<file path="config.mk">
export PLATFORM = sky130hd
export DESIGN_NAME = cdc_handshake_arbiter
export DESIGN_NICKNAME = d
export VERILOG_FILES = /design/src/rtl/cdc_handshake_arbiter.sv
export SDC_FILE = /design/constraint.sdc
export NUM_CORES = 1
export LEC_CHECK = 0
export CAP_MARGIN = 10
export CORE_ASPECT_RATIO = 0.5
export CORE_MARGIN = 3
export CORE_UTILIZATION = 50
export CTS_CLUSTER_SIZE = 30
export DETAILED_ROUTE_END_ITERATION = 12
export GPL_ROUTABILITY_DRIVEN = 1
export PLACE_DENSITY = 0.92
export SKIP_CTS_REPAIR_TIMING = 1
export SYNTH_ARGS = -nofsm -noshare
export SYNTH_HDL_FRONTEND = slang
export SYNTH_SLANG_ARGS = --single-unit
</file>
<file path="constraint.sdc">
create_clock -name i_clk -period 7.3 [get_ports i_clk]
set_input_delay 1.46 -clock i_clk [delete_from_list [all_inputs] [get_ports i_clk]]
set_output_delay 1.46 -clock i_clk [all_outputs]
set_load 0.03 [all_outputs]
</file>
<file path="src/rtl/cdc_handshake_arbiter.sv">
// -----------------------------------------------------------------------------
// cdc_handshake_arbiter
//
// Source-domain controller that shares one 4-phase req/ack CDC channel between
// N_REQ requesters. A round-robin arbiter picks an owner, the owner's data word
// is captured and held on o_xfer_data, and the full 4-phase handshake is run
// against an acknowledge that is already synchronized into i_clk. Completion
// (or an abort after TIMEOUT_CYCLES without ack) is reported to the owner.
//
// Ports:
//   i_clk        source-domain clock
//   i_rst        asynchronous reset, active-high
//   i_req        per-requester level request, held until that requester's o_done
//   i_data       flat data, slice k = i_data[k*DATA_WIDTH +: DATA_WIDTH]
//   o_grant      one-hot channel owner (registered)
//   o_done       one-cycle completion pulse to the owner
//   o_timeout    one-cycle pulse with o_done when the transfer was aborted
//   o_xfer_req   4-phase request toward the destination domain (registered)
//   o_xfer_data  captured word, stable from grant until ack returns low
//   i_xfer_ack   destination acknowledge, already synchronized to i_clk
//   o_busy       high whenever the controller is not idle
// -----------------------------------------------------------------------------
module cdc_handshake_arbiter #(
  parameter int N_REQ          = 4,
  parameter int DATA_WIDTH     = 8,
  parameter int TIMEOUT_CYCLES = 16
) (
  input  logic                        i_clk,
  input  logic                        i_rst,
  input  logic [N_REQ-1:0]            i_req,
  input  logic [N_REQ*DATA_WIDTH-1:0] i_data,
  output logic [N_REQ-1:0]            o_grant,
  output logic [N_REQ-1:0]            o_done,
  output logic                        o_timeout,
  output logic                        o_xfer_req,
  output logic [DATA_WIDTH-1:0]       o_xfer_data,
  input  logic                        i_xfer_ack,
  output logic                        o_busy
);

  localparam int PTR_W     = (N_REQ > 1) ? $clog2(N_REQ) : 1;
  localparam int CNT_W_RAW = $clog2(TIMEOUT_CYCLES + 1);
  localparam int CNT_W     = (CNT_W_RAW > 0) ? CNT_W_RAW : 1;
  localparam bit TO_EN     = (TIMEOUT_CYCLES != 0);

  // Counter value seen on the TIMEOUT_CYCLES-th edge in REQ_WAIT (it is
  // cleared at grant, so edge k sees k-1).
  localparam logic [CNT_W-1:0] TO_LAST  = CNT_W'((TIMEOUT_CYCLES > 0) ? TIMEOUT_CYCLES - 1 : 0);
  localparam logic [CNT_W-1:0] CNT_SAT  = CNT_W'(TIMEOUT_CYCLES);
  localparam logic [PTR_W:0]   N_REQ_X  = (PTR_W + 1)'(N_REQ);
  localparam logic [PTR_W-1:0] PTR_LAST = PTR_W'(N_REQ - 1);

  typedef enum logic [1:0] {
    ST_IDLE,
    ST_REQ_WAIT,
    ST_ACK_WAIT,
    ST_DONE
  } state_t;

  // Registers
  state_t                r_state;
  logic [N_REQ-1:0]      r_grant;
  logic [N_REQ-1:0]      r_done;
  logic                  r_timeout;
  logic                  r_xfer_req;
  logic [DATA_WIDTH-1:0] r_xfer_data;
  logic [CNT_W-1:0]      r_cnt;
  logic                  r_abort;
  logic [PTR_W-1:0]      r_ptr;
  logic [PTR_W-1:0]      r_owner;

  // Next-state values
  state_t                w_state_next;
  logic [N_REQ-1:0]      w_grant_next;
  logic [N_REQ-1:0]      w_done_next;
  logic                  w_timeout_next;
  logic                  w_xfer_req_next;
  logic [DATA_WIDTH-1:0] w_xfer_data_next;
  logic [CNT_W-1:0]      w_cnt_next;
  logic                  w_abort_next;
  logic [PTR_W-1:0]      w_ptr_next;
  logic [PTR_W-1:0]      w_owner_next;

  // Arbitration
  logic [DATA_WIDTH-1:0] w_slice [N_REQ];
  logic [2*N_REQ-1:0]    w_req_dbl;
  logic [N_REQ-1:0]      w_req_rot;
  logic                  w_found;
  logic [PTR_W-1:0]      w_win_off;
  logic [PTR_W:0]        w_win_sum;
  logic [PTR_W:0]        w_win_diff;
  logic [PTR_W-1:0]      w_win_idx;
  logic [N_REQ-1:0]      w_win_onehot;
  logic [PTR_W-1:0]      w_ptr_inc;

  // Doubling the request vector turns "scan upward from the pointer with
  // wrap" into a plain lowest-set-bit search on a rotated window.
  assign w_req_dbl = {i_req, i_req};
  assign w_req_rot = w_req_dbl[r_ptr +: N_REQ];

  always_comb begin
    w_found   = 1'b0;
    w_win_off = '0;
    for (int k = 0; k < N_REQ; k++) begin
      if (!w_found && w_req_rot[k]) begin
        w_found   = 1'b1;
        w_win_off = PTR_W'(k);
      end
    end
  end

  // Map the offset in the rotated window back to an absolute index.
  assign w_win_sum  = {1'b0, r_ptr} + {1'b0, w_win_off};
  assign w_win_diff = w_win_sum - N_REQ_X;
  assign w_win_idx  = (w_win_sum >= N_REQ_X) ? w_win_diff[PTR_W-1:0] : w_win_sum[PTR_W-1:0];

  assign w_ptr_inc  = (r_owner == PTR_LAST) ? '0 : r_owner + 1'b1;

  genvar gi;
  generate
    for (gi = 0; gi < N_REQ; gi++) begin : g_req
      assign w_slice[gi]      = i_data[gi*DATA_WIDTH +: DATA_WIDTH];
      assign w_win_onehot[gi] = (w_win_idx == PTR_W'(gi));
    end
  endgenerate

  // State register
  always_ff @(posedge i_clk or posedge i_rst) begin
    if (i_rst) begin
      r_state     <= ST_IDLE;
      r_grant     <= '0;
      r_done      <= '0;
      r_timeout   <= 1'b0;
      r_xfer_req  <= 1'b0;
      r_xfer_data <= '0;
      r_cnt       <= '0;
      r_abort     <= 1'b0;
      r_ptr       <= '0;
      r_owner     <= '0;
    end else begin
      r_state     <= w_state_next;
      r_grant     <= w_grant_next;
      r_done      <= w_done_next;
      r_timeout   <= w_timeout_next;
      r_xfer_req  <= w_xfer_req_next;
      r_xfer_data <= w_xfer_data_next;
      r_cnt       <= w_cnt_next;
      r_abort     <= w_abort_next;
      r_ptr       <= w_ptr_next;
      r_owner     <= w_owner_next;
    end
  end

  // Next-state and output logic
  always_comb begin
    w_state_next     = r_state;
    w_grant_next     = r_grant;
    w_done_next      = '0;
    w_timeout_next   = 1'b0;
    w_xfer_req_next  = r_xfer_req;
    w_xfer_data_next = r_xfer_data;
    w_cnt_next       = r_cnt;
    w_abort_next     = r_abort;
    w_ptr_next       = r_ptr;
    w_owner_next     = r_owner;

    case (r_state)
      ST_IDLE: begin
        if (w_found) begin
          w_grant_next     = w_win_onehot;
          w_xfer_data_next = w_slice[w_win_idx];
          w_xfer_req_next  = 1'b1;
          w_cnt_next       = '0;
          w_owner_next     = w_win_idx;
          w_state_next     = ST_REQ_WAIT;
        end
      end

      ST_REQ_WAIT: begin
        // An ack arriving on the timeout edge wins over the abort.
        if (i_xfer_ack) begin
          w_xfer_req_next = 1'b0;
          w_state_next    = ST_ACK_WAIT;
        end else if (TO_EN && (r_cnt == TO_LAST)) begin
          w_xfer_req_next = 1'b0;
          w_abort_next    = 1'b1;
          w_state_next    = ST_ACK_WAIT;
        end else if (r_cnt != CNT_SAT) begin
          w_cnt_next = r_cnt + 1'b1;
        end
      end

      ST_ACK_WAIT: begin
        // No timeout here: a stuck-high ack intentionally parks the block.
        if (!i_xfer_ack) begin
          w_done_next    = r_grant;
          w_timeout_next = r_abort;
          w_state_next   = ST_DONE;
        end
      end

      ST_DONE: begin
        w_grant_next = '0;
        w_abort_next = 1'b0;
        w_ptr_next   = w_ptr_inc;
        w_state_next = ST_IDLE;
      end

      default: begin
        w_state_next = ST_IDLE;
      end
    endcase
  end

  assign o_grant     = r_grant;
  assign o_done      = r_done;
  assign o_timeout   = r_timeout;
  assign o_xfer_req  = r_xfer_req;
  assign o_xfer_data = r_xfer_data;
  assign o_busy      = (r_state != ST_IDLE);

endmodule

</file>
# Word-level counts from Yosys, hierarchy flattened

Index checks and enable logic that the tools add are counted.

Register bits: 30
Input port bits: 39
Output and inout port bits: 19
Logic and storage cells: 87

$add $sub $neg: 4
$lt $le $gt $ge: 2
Equality and inequality tests: 16
Shift-type cells: 1
Mux-type cells: 35
Bitwise logic cells: 1
Reductions and logical operators: 18

Operators with widths:

| cell                | number |
|---|---|
| $mux 5              | 4 |
| $bmux 8 s2          | 1 |
| $mux 2              | 8 |
| $mux 8              | 2 |
| $mux 1              | 12 |
| $mux 4              | 3 |
| $ne 2x2->1 const B  | 6 |
| $eq 2x2->1 const B  | 5 |
| $pmux 5 s2          | 1 |
| $reduce_and 3->1    | 3 |
| $pmux 2 s4          | 1 |
| $pmux 4 s2          | 1 |
| $reduce_bool 2->1   | 4 |
| $shiftx 8x3->4      | 1 |
| $ge 3x3->1 const B  | 2 |
| $add 5x1->5 const B | 1 |
| $eq 5x4->1 const B  | 1 |
| $ne 5x5->1 const B  | 1 |
| $reduce_and 5->1    | 1 |
| $eq 2x1->1 const B  | 2 |
| $logic_not 2->1     | 2 |
| $pmux 1 s2          | 2 |
| $reduce_and 2->1    | 2 |
| $add 2x2->3         | 1 |
| other kinds (6)     | 10 |

# Depth between registers and ports, before layout

Depth after elaboration: 18
Gate-level depth with buffers: 10
Depth with buffers taken out: 10

# Worst setup path before layout

Ideal clock, no wire load.

Path kind: in2reg
From: input port i_req[3]
To: register r_grant[0] (netlist: o_grant[0])
Arrival: 3.137 ns
Required time: 7.179 ns
Slack: 4.042 ns
Stages on the path: 10
Cell sequence: inv_1 -> nand3_1 -> o311ai_0 -> o21ai_0 -> o221ai_1 -> ha_1 -> clkbuf_1 -> clkbuf_1 -> nor4_1 -> a22o_1

Longest elaborated chain between the ends: 17
Elaborated cells between the ends (all ways): 23

RTL lines:

| item                 | line | RTL |
|---|---|---|
| from (decl)          | 30   | `input logic [N_REQ-1:0] i_req,` |
| $shiftx 8x3->4 *     | 99   | `assign w_req_rot = w_req_dbl[r_ptr +: N_REQ];` |
| $mux 1               | 105  | `if (!w_found && w_req_rot[k]) begin` |
| $logic_not 1->1      | 105  |  |
| $logic_and 1x1->1    | 105  |  |
| $mux 1               | 105  |  |
| $logic_not 1->1      | 105  |  |
| $logic_and 1x1->1    | 105  |  |
| $mux 1               | 105  |  |
| [... 2 more ...]     | --   |  |
| $mux 2 *             | 105  |  |
| $add 2x2->3 *        | 113  | `assign w_win_sum = {1'b0, r_ptr} + {1'b0, w_win_off};` |
| $sub 2x1->2 *        | 114  | `assign w_win_diff = w_win_sum - N_REQ_X;` |
| net w_win_diff[0]    | 91   | `logic [PTR_W:0] w_win_diff;` |
| $mux 2 *             | 115  | `assign w_win_idx = (w_win_sum >= N_REQ_X) ? w_win_diff[PTR_W-1:0] : w_win_sum[PTR_W-1:0];` |
| $logic_not 2->1 *    | 123  | `assign w_win_onehot[gi] = (w_win_idx == PTR_W'(gi));` |
| $mux 4 *             | 169  | `if (w_found) begin` |
| $pmux 4 s2 *         | 167  | `case (r_state)` |
| to (signal assigned) | 142  | `r_grant <= w_grant_next;` |
| to (decl)            | 62   | `logic [N_REQ-1:0] r_grant;` |

The timed path passes the listed nets; every way through them passes the cells marked *. The select of a mux whose other input is x is not followed.
A chain may end at the register's enable or synchronous reset.

# Worst setup path in the final report

From: input port i_req[3]
To: register r_grant[1] (netlist: o_grant[1])

Longest elaborated chain between the ends: 17
Elaborated cells between the ends (all ways): 23

RTL lines:

| item              | line |
|---|---|
| $shiftx 8x3->4 *  | 99 |
| $mux 1            | 105 |
| $logic_not 1->1   | 105 |
| $logic_and 1x1->1 | 105 |
| $mux 1            | 105 |
| $logic_not 1->1   | 105 |
| $logic_and 1x1->1 | 105 |
| $mux 1            | 105 |
| [... 2 more ...]  | -- |
| $mux 2 *          | 105 |
| $add 2x2->3 *     | 113 |
| $sub 2x1->2 *     | 114 |
| net w_win_diff[0] | 91 |
| $mux 2 *          | 115 |
| $eq 2x1->1 *      | 123 |
| $mux 4 *          | 169 |
| $pmux 4 s2 *      | 167 |

Marks and branches as above.

==> results_dict.tcl <==
set metrics [dict create \
    status "finished clean" \
    netlist_top_cells_area "dfrtp_1 (41%), ha_1 (6.8%), nor2b_1 (6.1%), nand2_1 (4.3%), o21ai_0 (4.1%)" \
    die_h_um 48.9 \
    ys_seq_elements 30 \
    die-area_mm2 0.00450 \
    synth_top_family_by_area "compound AO/OA/AOI/OAI gates" \
    dr.pass1.iters 4 \
    start_util_pct 56.6 \
    synthesis.nets 242 \
    power_switching_share_pct 46.9 \
    path_cells "clkdlybuf4s50_1 -> inv_1 -> nand3_1 -> o311ai_0 -> o21ai_0 -> o221ai_1 -> ha_1 -> or4b_2 -> o21ai_0" \
    cts_tree "done" \
    drive_gt1_share_pct 7.14 \
    hold_viol_final 0 \
    max_slew_margin_pct 38.2 \
    grt_max_degree 36 \
    synth_area_leader_cell "dfrtp_1" \
    yosysSeqAreaShare_pct 40.7 \
    power.share.sequential_pct 26.7 \
    power_density_mw_per_mm2 415 \
    slowest_stage "ha_1" \
    ios 58 \
    drv_slew 0 \
    critPathRequiredTime_ns 7.49 \
    yosysTopAreaCellShare_pct 40.7 \
    grt_pass1_vias 1595 \
    yosys_warnings 0 \
    grt_pass1_wl_mm 7.42 \
    cp_common_cell "o21ai_0" \
    synth_mux_area_share_pct 3.26 \
    synth_compound_gate_area_share_pct 22.3 \
    io_buffers 57 \
    drt_iter0_drc 81 \
    final_util_pct 78.7 \
    track_usage_pct 20.8 \
    wl_per_cell_um 15.4 \
    clockRootBuffer "clkbuf_8" \
    fin_crit_ns 4.26 \
    netlist_area_mm2 0.00184 \
    tightest_slew_ns 0.928 \
    cts_buffer_depth 2 \
    ant_nets 0 \
    gp_congestion 0.823 \
    vias_per_cell 5.65 \
    core_area_mm2 0.00326 \
    p_sw_mw 0.499 \
    clkTransAtPathRegs_ns 0.06 \
    die_w_um 91.9 \
    p_leak_nw 1.06 \
    min_path_type "flip-flop to flip-flop" \
    cts_buffers 5 \
    n_antenna_cell 0 \
    yosys.cell_types.count 43 \
    antenna_found_initial 0 \
    wl_mm 4.63 \
    yosys.area_share.simple_pct 22.1 \
    internal-power_mw 0.565 \
    crit_type "primary input to flip-flop" \
    overflow 0 \
    combPwrFrac_pct 60.4 \
    worst_ir_drop_vdd_mv 0.427 \
    cpLargestDelayFamily "adder cells" \
    end_kind "flip-flop" \
    num-nets-final 300 \
    finalSetupViolations 0 \
    synth.avg_cell_area_um2 9.56 \
    finClkSkew_ns 0.00814 \
    final.period_utilization_pct 58.3 \
    cts.sinks 30 \
    fmax_ghz 0.235 \
    timing.max_cap.violations 0 \
    vias 1694 \
    drcViolationCount 0 \
    rsz0062_at_grt "no" \
    crit_path_start_kind "primary input" \
    synthAdderAreaFrac_pct 6.78 \
    max_stage_delay_ns 0.92 \
    multiInputGateArea_mm2 0.00103 \
    tns_ns 0 \
    regArea_um2 751 \
    synthXorXnorAreaFrac_pct 1.42 \
    hpwl_mm 3.47 \
    clock_power_share_pct 12.9 \
    fillers 223 \
    syn_inst 193 \
    clock_latency_ns 0.28 \
    cp.arrival_ns 4.45 \
    h-tree-depth 2 \
    cp_max_fo 35 \
    row_count 14 \
    area.growth.synth_to_final_pct 39.0 \
    critical_path_buf_inv_count 2 \
]
## placed cells by master, fill, tap and decap left out, types with 6 or more instances in the layout
| cell | count |
|---|---|
| dfrtp_1 | 30 |
| inv_1 | 9 |
| o31ai_1 | 8 |
| a2111oi_0 | 8 |
| ha_1 | 10 |
| nand2_1 | 21 |
| clkbuf_8 | 6 |
| clkdlybuf4s50_1 | 57 |
| nor2_1 | 7 |
| a221oi_1 | 8 |
| o21ai_0 | 15 |
| nor2b_1 | 18 |
## worst paths after layout
| path | from | slack (ns) | endpoint | cells after the start |
|---|---|---|---|---|
| setup / recovery | i_req[3] | 3.04 | o_grant[1] | 9 |
| hold / removal | o_xfer_data[7] | 0.48 | o_xfer_data[7] | 2 |
| setup reg to reg | r_ptr[0] | 4.37 | o_grant[1] | 7 |
| hold reg to reg | o_xfer_data[7] | 0.48 | o_xfer_data[7] | 2 |
| max in group asynchronous | i_rst | 5.44 | r_abort | 3 |
| min in group asynchronous | i_rst | 1.44 | o_xfer_data[2] | 2 |
## cells in the mapped netlist (all sizes together)
cell type,instances
and3,1
mux2,5
ha,10
xnor2,1
buf,3
o311ai,1
inv,9
nor2,7
a22o,2
a32oi,1
o22ai,2
nand2,21
a2111oi,8
nor4bb,1
o21bai,1
nand3,4
o21ba,1
and2,5
or3,1
and3b,1
nor4,2
o21ai,16
o32a,1
nand2b,4
or4b,1
clkbuf,4
or2,1
a32o,1
nand4,1
xor2,2
dfrtp,30
nor2b,18
o221ai,1
o31ai,8
nor3,3
nand3b,1
nor3b,1
a21oi,5
a221oi,8
## metal layers
metal	global-route usage (%)	vias up	share of wire (%)
met5	0	-	0
met4	6.65	0	1.1
met3	4.62	7	3.6
met2	35.9	39	52
met1	26.0	818	44
li1	-	830	-
## power groups by stage
stage | clock network [mW] | registers (mW) | logic, mW
floorplan | 0 | 0.328 | 0.409
global placement | 0 | 0.280 | 0.612
detailed placement | 0 | 0.285 | 0.637
CTS | 0.139 | 0.283 | 0.641
global route | 0.150 | 0.294 | 0.703
finish | 0.137 | 0.284 | 0.643
## tightest hold or removal path, stage by stage, from the launching register on
cell     delay [ns]
dfrtp_1        0.34
nand2_1        0.05
o31ai_1        0.05
## sequential cells by signal (all words and copies together) (netlist names), 2 cells and up
name         count
r_state          2
r_cnt            5
r_owner          2
o_xfer_data      8
o_done           4
r_ptr            2
o_grant          4
## layout make-up
type                       instances  share of cell area (%)
clock buffer                       7                    3.37
timing repair buffer              58                    23.3
multi-input combinational        147                    40.2
tap                               48                    2.34
inverter                           9                    1.32
sequential                        30                    29.3
clock inverter                     1                   0.195
## through the flow
step | instances | hold WS (ns) | instance area [um2] | total power [mW] | setup slack, ns
final | 300 | 0.475 | 2560 | 1.06 | 3.04
after global routing | 300 | 0.509 | 2560 | 1.15 | 2.87
after CTS | 299 | 0.479 | 2540 | 1.06 | 3.08
after detailed placement | 291 | 0.465 | 2440 | 0.923 | 2.86
after global placement | 291 | 0.463 | 2440 | 0.892 | 2.97
after floorplan | 193 | 0.454 | 1840 | 0.737 | 4.04
## cell families (layout without fill, tap and decap cells)
group,Yosys count,in the layout
flip-flops,30,30
XOR/XNOR,3,3
AND/OR/NAND/NOR,73,73
buffers and inverters,16,75
adder cells (fa/ha/maj),10,10
multiplexers,5,5
AO/OA/AOI/OAI,56,56
(Power assumes the default switching activity.)
